[src/rtl/cpu_mem_arbiter_pkg.sv]
`default_nettype none
//------------------------------------------------------------------------------
// Module   : cpu_mem_arbiter_pkg
// Brief    : Shared FSM encoding, request-source enum and counter constants
// Revision : 1.0
//------------------------------------------------------------------------------
package cpu_mem_arbiter_pkg;

    localparam int C_CNT_W = 32;
    localparam logic [C_CNT_W-1:0] C_CNT_ONE = 32'd1;

    // One-hot so each state flag is a single flop bit
    typedef enum logic [3:0] {
        ST_IDLE  = 4'b0001,
        ST_REQ   = 4'b0010,
        ST_WAIT  = 4'b0100,
        ST_DELIV = 4'b1000
    } state_t;

    typedef enum logic {
        SRC_INST = 1'b0,
        SRC_DATA = 1'b1
    } src_t;

endpackage
`default_nettype wire

[src/rtl/arb_perf_cnt.sv]
`default_nettype none
//------------------------------------------------------------------------------
// Module   : arb_perf_cnt
// Brief    : Four free-running 32-bit event counters for the arbiter
// Revision : 1.0
//------------------------------------------------------------------------------
module arb_perf_cnt
    import cpu_mem_arbiter_pkg::*;
(
    input  logic               clk,
    input  logic               rst_n,
    input  logic               inc_inst_rd,
    input  logic               inc_data_rd,
    input  logic               inc_data_wr,
    input  logic               inc_stall,
    output logic [C_CNT_W-1:0] perf_inst_rd,
    output logic [C_CNT_W-1:0] perf_data_rd,
    output logic [C_CNT_W-1:0] perf_data_wr,
    output logic [C_CNT_W-1:0] perf_stall
);

    // Counters wrap naturally at 2^32
    always_ff @(posedge clk or negedge rst_n) begin
        if (!rst_n) begin
            perf_inst_rd <= '0;
            perf_data_rd <= '0;
            perf_data_wr <= '0;
            perf_stall   <= '0;
        end else begin
            if (inc_inst_rd) perf_inst_rd <= perf_inst_rd + C_CNT_ONE;
            if (inc_data_rd) perf_data_rd <= perf_data_rd + C_CNT_ONE;
            if (inc_data_wr) perf_data_wr <= perf_data_wr + C_CNT_ONE;
            if (inc_stall)   perf_stall   <= perf_stall   + C_CNT_ONE;
        end
    end

endmodule
`default_nettype wire

[src/rtl/cpu_mem_arbiter.sv]
`default_nettype none
//------------------------------------------------------------------------------
// Module   : cpu_mem_arbiter
// Brief    : Single-outstanding arbiter merging CPU fetch and data ports onto
//            one memory request/response channel. ARB_PERF_CNT_EN adds counters.
// Revision : 1.0
//------------------------------------------------------------------------------
module cpu_mem_arbiter
    import cpu_mem_arbiter_pkg::*;
#(
    parameter int ADDR_W = 32,
    parameter int DATA_W = 32
) (
    input  logic                clk,
    input  logic                rst_n,
    input  logic [ADDR_W-1:0]   PC,
    input  logic                Inst_Req_Valid,
    output logic                Inst_Req_Ack,
    output logic [DATA_W-1:0]   Instruction,
    output logic                Inst_Valid,
    input  logic                Inst_Ack,
    input  logic [ADDR_W-1:0]   Address,
    input  logic                MemWrite,
    input  logic [DATA_W-1:0]   Write_data,
    input  logic [DATA_W/8-1:0] Write_strb,
    input  logic                MemRead,
    output logic                Mem_Req_Ack,
    output logic [DATA_W-1:0]   Read_data,
    output logic                Read_data_Valid,
    input  logic                Read_data_Ack,
    output logic                m_req_valid,
    input  logic                m_req_ready,
    output logic                m_req_wen,
    output logic [ADDR_W-1:0]   m_req_addr,
    output logic [DATA_W-1:0]   m_req_wdata,
    output logic [DATA_W/8-1:0] m_req_wstrb,
    input  logic                m_resp_valid,
    output logic                m_resp_ready,
    input  logic [DATA_W-1:0]   m_resp_data,
    output logic [31:0]         perf_inst_rd,
    output logic [31:0]         perf_data_rd,
    output logic [31:0]         perf_data_wr,
    output logic [31:0]         perf_stall
);

    state_t                r_state;
    src_t                  r_src;
    logic                  r_wen;
    logic [ADDR_W-1:0]     r_addr;
    logic [DATA_W-1:0]     r_wdata;
    logic [DATA_W/8-1:0]   r_wstrb;
    logic [DATA_W-1:0]     r_resp_buf;

    logic w_idle;
    logic w_data_req;
    logic w_deliv_ack;

    assign w_idle      = (r_state == ST_IDLE);
    assign w_data_req  = MemRead | MemWrite;
    assign Mem_Req_Ack  = w_idle & w_data_req;
    assign Inst_Req_Ack = w_idle & ~w_data_req & Inst_Req_Valid;
    // Only the ack belonging to the delivering source can close DELIV
    assign w_deliv_ack = (r_state == ST_DELIV) &
                         ((r_src == SRC_INST) ? Inst_Ack : Read_data_Ack);

    always_ff @(posedge clk or negedge rst_n) begin
        if (!rst_n) begin
            r_state    <= ST_IDLE;
            r_src      <= SRC_INST;
            r_wen      <= 1'b0;
            r_addr     <= '0;
            r_wdata    <= '0;
            r_wstrb    <= '0;
            r_resp_buf <= '0;
        end else begin
            case (r_state)
                ST_IDLE: begin
                    if (Mem_Req_Ack) begin
                        r_addr  <= Address;
                        r_wdata <= Write_data;
                        r_wstrb <= Write_strb;
                        r_wen   <= MemWrite;
                        r_src   <= SRC_DATA;
                        r_state <= ST_REQ;
                    end else if (Inst_Req_Ack) begin
                        r_addr  <= PC;
                        r_wdata <= '0;
                        r_wstrb <= '0;
                        r_wen   <= 1'b0;
                        r_src   <= SRC_INST;
                        r_state <= ST_REQ;
                    end
                end
                ST_REQ: begin
                    // Writes are posted: no response phase
                    if (m_req_ready) r_state <= r_wen ? ST_IDLE : ST_WAIT;
                end
                ST_WAIT: begin
                    if (m_resp_valid) begin
                        r_resp_buf <= m_resp_data;
                        r_state    <= ST_DELIV;
                    end
                end
                ST_DELIV: begin
                    if (w_deliv_ack) r_state <= ST_IDLE;
                end
                default: r_state <= ST_IDLE;
            endcase
        end
    end

    assign m_req_valid     = (r_state == ST_REQ);
    assign m_req_wen       = r_wen;
    assign m_req_addr      = r_addr;
    assign m_req_wdata     = r_wdata;
    assign m_req_wstrb     = r_wstrb;
    assign m_resp_ready    = (r_state == ST_WAIT);
    assign Instruction     = r_resp_buf;
    assign Read_data       = r_resp_buf;
    assign Inst_Valid      = (r_state == ST_DELIV) & (r_src == SRC_INST);
    assign Read_data_Valid = (r_state == ST_DELIV) & (r_src == SRC_DATA);

`ifdef ARB_PERF_CNT_EN
    logic w_inc_inst_rd;
    logic w_inc_data_rd;
    logic w_inc_data_wr;
    logic w_inc_stall;

    assign w_inc_inst_rd = w_deliv_ack & (r_src == SRC_INST);
    assign w_inc_data_rd = w_deliv_ack & (r_src == SRC_DATA);
    assign w_inc_data_wr = m_req_valid & m_req_ready & r_wen;
    assign w_inc_stall   = (m_req_valid & ~m_req_ready) | (m_resp_ready & ~m_resp_valid);

    arb_perf_cnt u_perf_cnt (
        .clk          (clk),
        .rst_n        (rst_n),
        .inc_inst_rd  (w_inc_inst_rd),
        .inc_data_rd  (w_inc_data_rd),
        .inc_data_wr  (w_inc_data_wr),
        .inc_stall    (w_inc_stall),
        .perf_inst_rd (perf_inst_rd),
        .perf_data_rd (perf_data_rd),
        .perf_data_wr (perf_data_wr),
        .perf_stall   (perf_stall)
    );
`else
    assign perf_inst_rd = '0;
    assign perf_data_rd = '0;
    assign perf_data_wr = '0;
    assign perf_stall   = '0;
`endif

endmodule
`default_nettype wire

[config.mk]
export PLATFORM = sky130hd
export DESIGN_NAME = cpu_mem_arbiter
export DESIGN_NICKNAME = d
export VERILOG_FILES = /design/src/rtl/cpu_mem_arbiter_pkg.sv /design/src/rtl/arb_perf_cnt.sv /design/src/rtl/cpu_mem_arbiter.sv
export SDC_FILE = /design/constraint.sdc
export NUM_CORES = 1
export LEC_CHECK = 0
export BUFFER_PORTS_ARGS = -buffer_cell sky130_fd_sc_hd__buf_2
export CAP_MARGIN = 20
export CORE_AREA = 5 5 157 159
export DETAILED_ROUTE_END_ITERATION = 8
export DIE_AREA = 0 0 162 164
export PLACE_DENSITY = 0.59
export SLEW_MARGIN = 40
export SYNTH_ARGS = -nofsm -noshare
export SYNTH_HDL_FRONTEND = slang
export SYNTH_SLANG_ARGS = --single-unit
[constraint.sdc]
create_clock -name clk -period 3.15 [get_ports clk]
set_clock_uncertainty 0.2 [all_clocks]
set_input_delay 0.4725 -clock clk [delete_from_list [all_inputs] [get_ports clk]]
set_output_delay 0.4725 -clock clk [all_outputs]
set_load 0.02 [all_outputs]
# Word-level counts from Yosys, hierarchy flattened
# Cells that the tools add are included.
[classes]
n_addsub = 0
n_mul = 0
div_mod_pow = 0
magnitude_cmp = 0
n_eq_ne = 8
shift = 0
mux = 17
bitwise_logic = 9
reduce_logical = 4
[op_table]
columns = ["op", "n"]
rows = [
  ["$mux W32", 4],
  ["$mux W4", 7],
  ["$pmux W4 S4", 1],
  ["$and A1 B1 Y1", 6],
  ["$eq A4 B1 Y1 const B", 1],
  ["$eq A4 B2 Y1 const B", 1],
  ["$eq A4 B3 Y1 const B", 1],
  ["$eq A4 B4 Y1 const B", 1],
  ["$mux W1", 4],
  ["$ne A2 B2 Y1 const B", 2],
  ["$reduce_and A2 Y1", 2],
  ["$reduce_and A4 Y1", 1],
  ["$mux W3", 1],
  ["$ne A3 B3 Y1 const B", 1],
  ["$ne A2 B1 Y1 const B", 1],
  ["$not A1 Y1", 2],
  ["$reduce_bool A2 Y1", 1],
  ["$or A1 B1 Y1", 1],
]
[totals]
ff_bits = 106
latchBits = 0
mem_bits_rw = 0
rom_bits = 0
input_bits = 141
out_inout_bits = 267
memories = 0

# Depth between registers and ports, before layout
[logic_depth]
word_depth = 7
depth_mapped = 7

# Worst setup path after synthesis
# No wires, ideal clock.
[synth_timing]
path_kind = "register to output"
startpoint = "reg r_state[0]"
endpoint = "out Inst_Req_Ack"
t_arrival_ns = 1.571
t_required_ns = 2.477
path_slack_ns = 0.907
stages_incl_launch_ff = 4
cell_sequence = "dfstp_2 nor4b_4 nand2_1 nor3_1"
[synth_via]
elab_chain_len = 3
[synth_lines]
columns = ["item", "line_no", "rtl"]
rows = [
  ["from (decl)", "cpu_mem_arbiter.sv:46", "state_t r_state;"],
  ["from (signal assigned)", "cpu_mem_arbiter.sv:96", "if (m_req_ready) r_state <= r_wen ? ST_IDLE : ST_WAIT;"],
  ["$eq A4 B1 Y1", "cpu_mem_arbiter.sv:58", "assign w_idle = (r_state == ST_IDLE);"],
  ["$and A1 B1 Y1 (2 in series)", "cpu_mem_arbiter.sv:61", "assign Inst_Req_Ack = w_idle & ~w_data_req & Inst_Req_Valid;"],
  ["to (decl)", "cpu_mem_arbiter.sv:18", "output logic Inst_Req_Ack,"],
]
# No other way between the ends.

# Final worst setup path
[layout_timing]
startpoint = "reg r_state[0]"
endpoint = "out Mem_Req_Ack"
[layout_via]
elab_chain_len = 2
[layout_lines]
columns = ["item", "line_no", "rtl"]
rows = [
  ["$eq A4 B1 Y1", "cpu_mem_arbiter.sv:58", ""],
  ["$and A1 B1 Y1", "cpu_mem_arbiter.sv:60", "assign Mem_Req_Ack = w_idle & w_data_req;"],
  ["to (decl)", "cpu_mem_arbiter.sv:27", "output logic Mem_Req_Ack,"],
]
# No other way between the ends.

==> impl_metrics.toml <==
[clock_tree]
cts_sinks = 106
cts_resized = 0
htree_levels = 3
clockBufferDepth = 2
clk_latency_ns = 0.35
cts_made_buffers = 9
cts_root_buf = "clkbuf_16"
clk_pin_slew_ns = 0.08
cts_tree = "yes"

[routing]
drtAntennaViolNets = 0
num_vias = 4460
vias_per_cell = 4.196
drtPass1Iterations = 4
drc = 0
wl_per_cell_um = 15.59
first_iter_violations = 216
wirelength_mm = 16.57

[sta]
fmax_ghz = 0.3893
setup_viol = 0
slew_violations = 0
rsz0062_at_grt = "false"
finalHoldViolCount = 0
tightest_slew_ns = 0.6518
finalSetupTns_ns = 0
fin_crit_sh_pct = 81.54
fin_crit_ns = 2.569
slew_headroom_pct = 56.54

[pwr]
power_density_nw_per_um2 = 1082
fin_total_pwr_uw = 7485
power_frac_clock_pct = 14.9
p_int_uw = 3947
power_leakage_uw = 0.003672
p_sw_uw = 3537
combinationalPowerShare_pct = 52.3
swShare_pct = 47.26
seq_power_share_pct = 32.7
ir_drop_mv = 0.3088

[die]
dieArea_um2 = 26570
die_x_um = 162
coreArea_um2 = 23120
die_h_um = 164
row_count = 56
initial_core_util_pct = 24.42
io_pins = 408

[setup_path]
reg2reg_setup_slack_ns = 0.81
regToRegStartpoint = "r_state[0]"
reg2reg_to = "m_req_addr[8]"
end_kind = "primary output"
arrival_ns = 1.90
crit_chain = "nor4b_4 -> o21ai_2 -> buf_4 -> inv_2 -> buf_2"
critPathMaxStageDelay_ns = 0.62
crit_slowest_cell = "dfstp_2"
critPathKind = "flip-flop to primary output"
reg2reg_depth = 4
worst-path-buf-inv = 3
crit_family = "flip-flops"
worstPathRequired_ns = 2.48
cp.depth = 5
worst_setup_path_start_kind = "flip-flop"
critPathMaxFanout = 33

[global_routing]
grt_max_degree = 65
grt_pass1_wl_mm = 23.83
grt_pass1_vias = 4280
grt_usage_pct = 11.38
antenna_found_initial = 0
overflow = 0

[logic_synthesis]
synth_enable_flop_cells = 0
yosys_most_used_dff = "dfrtp_1"
yosys-top-cells-area = "dfrtp_1, buf_4, mux2_1, a22o_1, a31oi_1"
ys_warn_count = 0
synth_area_um2 = 5645
yosysSeqAreaShare_pct = 47.01
synthArstFlopShare_pct = 100.0
synthDistinctLibCells = 31
synth-seq-cells = 106
synth_top_area_share_pct = 46.54
syn_avg_cell_area_um2 = 10.57
synthCells = 534
synth_top_area_cell = "dfrtp_1"

[finish]
final_util_pct = 29.93
antenna_cells = 0
layout_common_cells = "buf_2, conb_1, dfrtp_1"
drive_above_1_share_pct = 40.88
mostFrequentLayoutCell = "buf_2"
nets = 909
synthToLayoutAreaGrowth_pct = 22.58

[min_path]
min-delay-start = "m_req_ready"
hp-class = "input pin to flip-flop"
hold-path-cell-count = 2
worstHoldEndpoint = "r_state[1]"

[placement]
port_buffers = 279
dp_hpwl_mm = 12.62
place.gp.congestion = 0.7314

[status]
outcome = "completed"

[run]
cap_viol_max_count = 0
kinds of logic (layout without fill, tap and decap cells):
group           after synthesis  in the layout  share of synthesized area [%]
buf+inv                     200            312                          24.53
compound gates              113            113                          13.67
flops                       106            106                          47.01
simple gates                 82             82                          8.334
mux                          32             32                          6.383
other cells                   1            128                        0.06643
worst register-to-register path, stage by stage (launching register included):
cell and delay (ns):
dfstp_2 0.62, or4b_2 0.62, buf_4 0.33, o21ai_0 0.33, a31oi_1 0.11
cell type report:
type                            count  area (um^2)
Clock buffer                       10        229.0
Clock inverter                      6        61.31
Fill cell                        2489        16200
Inverter                            5        18.77
Multi-Input combinational cell    355         2091
Sequential cell                   106         2654
Tap cell                          290        362.8
Timing Repair Buffer              291         1504
Yosys cell counts (3+ instances only):
library cell	count
o21ai_0	6
buf_2	12
nor2_1	3
a31oi_1	32
or4b_1	3
o21ai_1	29
nor3_1	33
clkbuf_1	20
dfrtp_1	105
a21o_1	3
mux2_1	30
buf_4	161
a22o_1	37
inv_1	4
nand3_1	33
power by group through the flow:
stage	sequential (uW)	clock, uW	combinational [uW]
floorplan	3190	0	2250
global route	2550	1230	4220
detailed placement	2470	0	3970
CTS	2460	1170	3970
finish	2450	1120	3920
global placement	2470	0	3910
how the worst max path moves through the flow:
| stage | start | end | slack (ns) |
|---|---|---|---|
| final | r_state[0] | Mem_Req_Ack | 0.58 |
| after global routing | r_state[0] | Mem_Req_Ack | 0.40 |
| after CTS | r_state[0] | Mem_Req_Ack | 0.52 |
| after detailed placement | r_state[0] | m_req_addr[8] | 0.84 |
| after global placement | r_state[0] | m_req_addr[8] | 0.88 |
| after floorplan | r_state[0] | Inst_Req_Ack | 0.91 |
flip-flops by register name (all words and copies together) (netlist names):
| signal | count |
|---|---|
| r_state | 4 |
| r_src | 1 |
| Instruction | 32 |
| m_req_wdata | 32 |
| m_req_addr | 32 |
| m_req_wstrb | 4 |
| m_req_wen | 1 |
stage by stage:
step	std cells	instance area [um^2]	setup WS, ns	hold slack, ns
after floorplan	661	6122	0.9070	-0.02309
after global placement	1046	6620	0.8787	0.2622
after detailed placement	1046	6620	0.8439	0.2621
after CTS	1063	6920	0.5230	0.08226
after global routing	1063	6920	0.3999	0.09330
final	1063	6920	0.5815	0.09862
what timing repair did:
action,in CTS,in global routing
hold buffers,1,0
endpoints found under the hold margin,30,0
buffers inserted,0,0
metal layers:
metal / wire (um) / global-route usage (%)
met2: 8692 / 20.49
met5: 0 / 0
met1: 6366 / 13.50
met3: 1230 / 2.560
met4: 278 / 3.614
(Power assumes the default switching activity.)
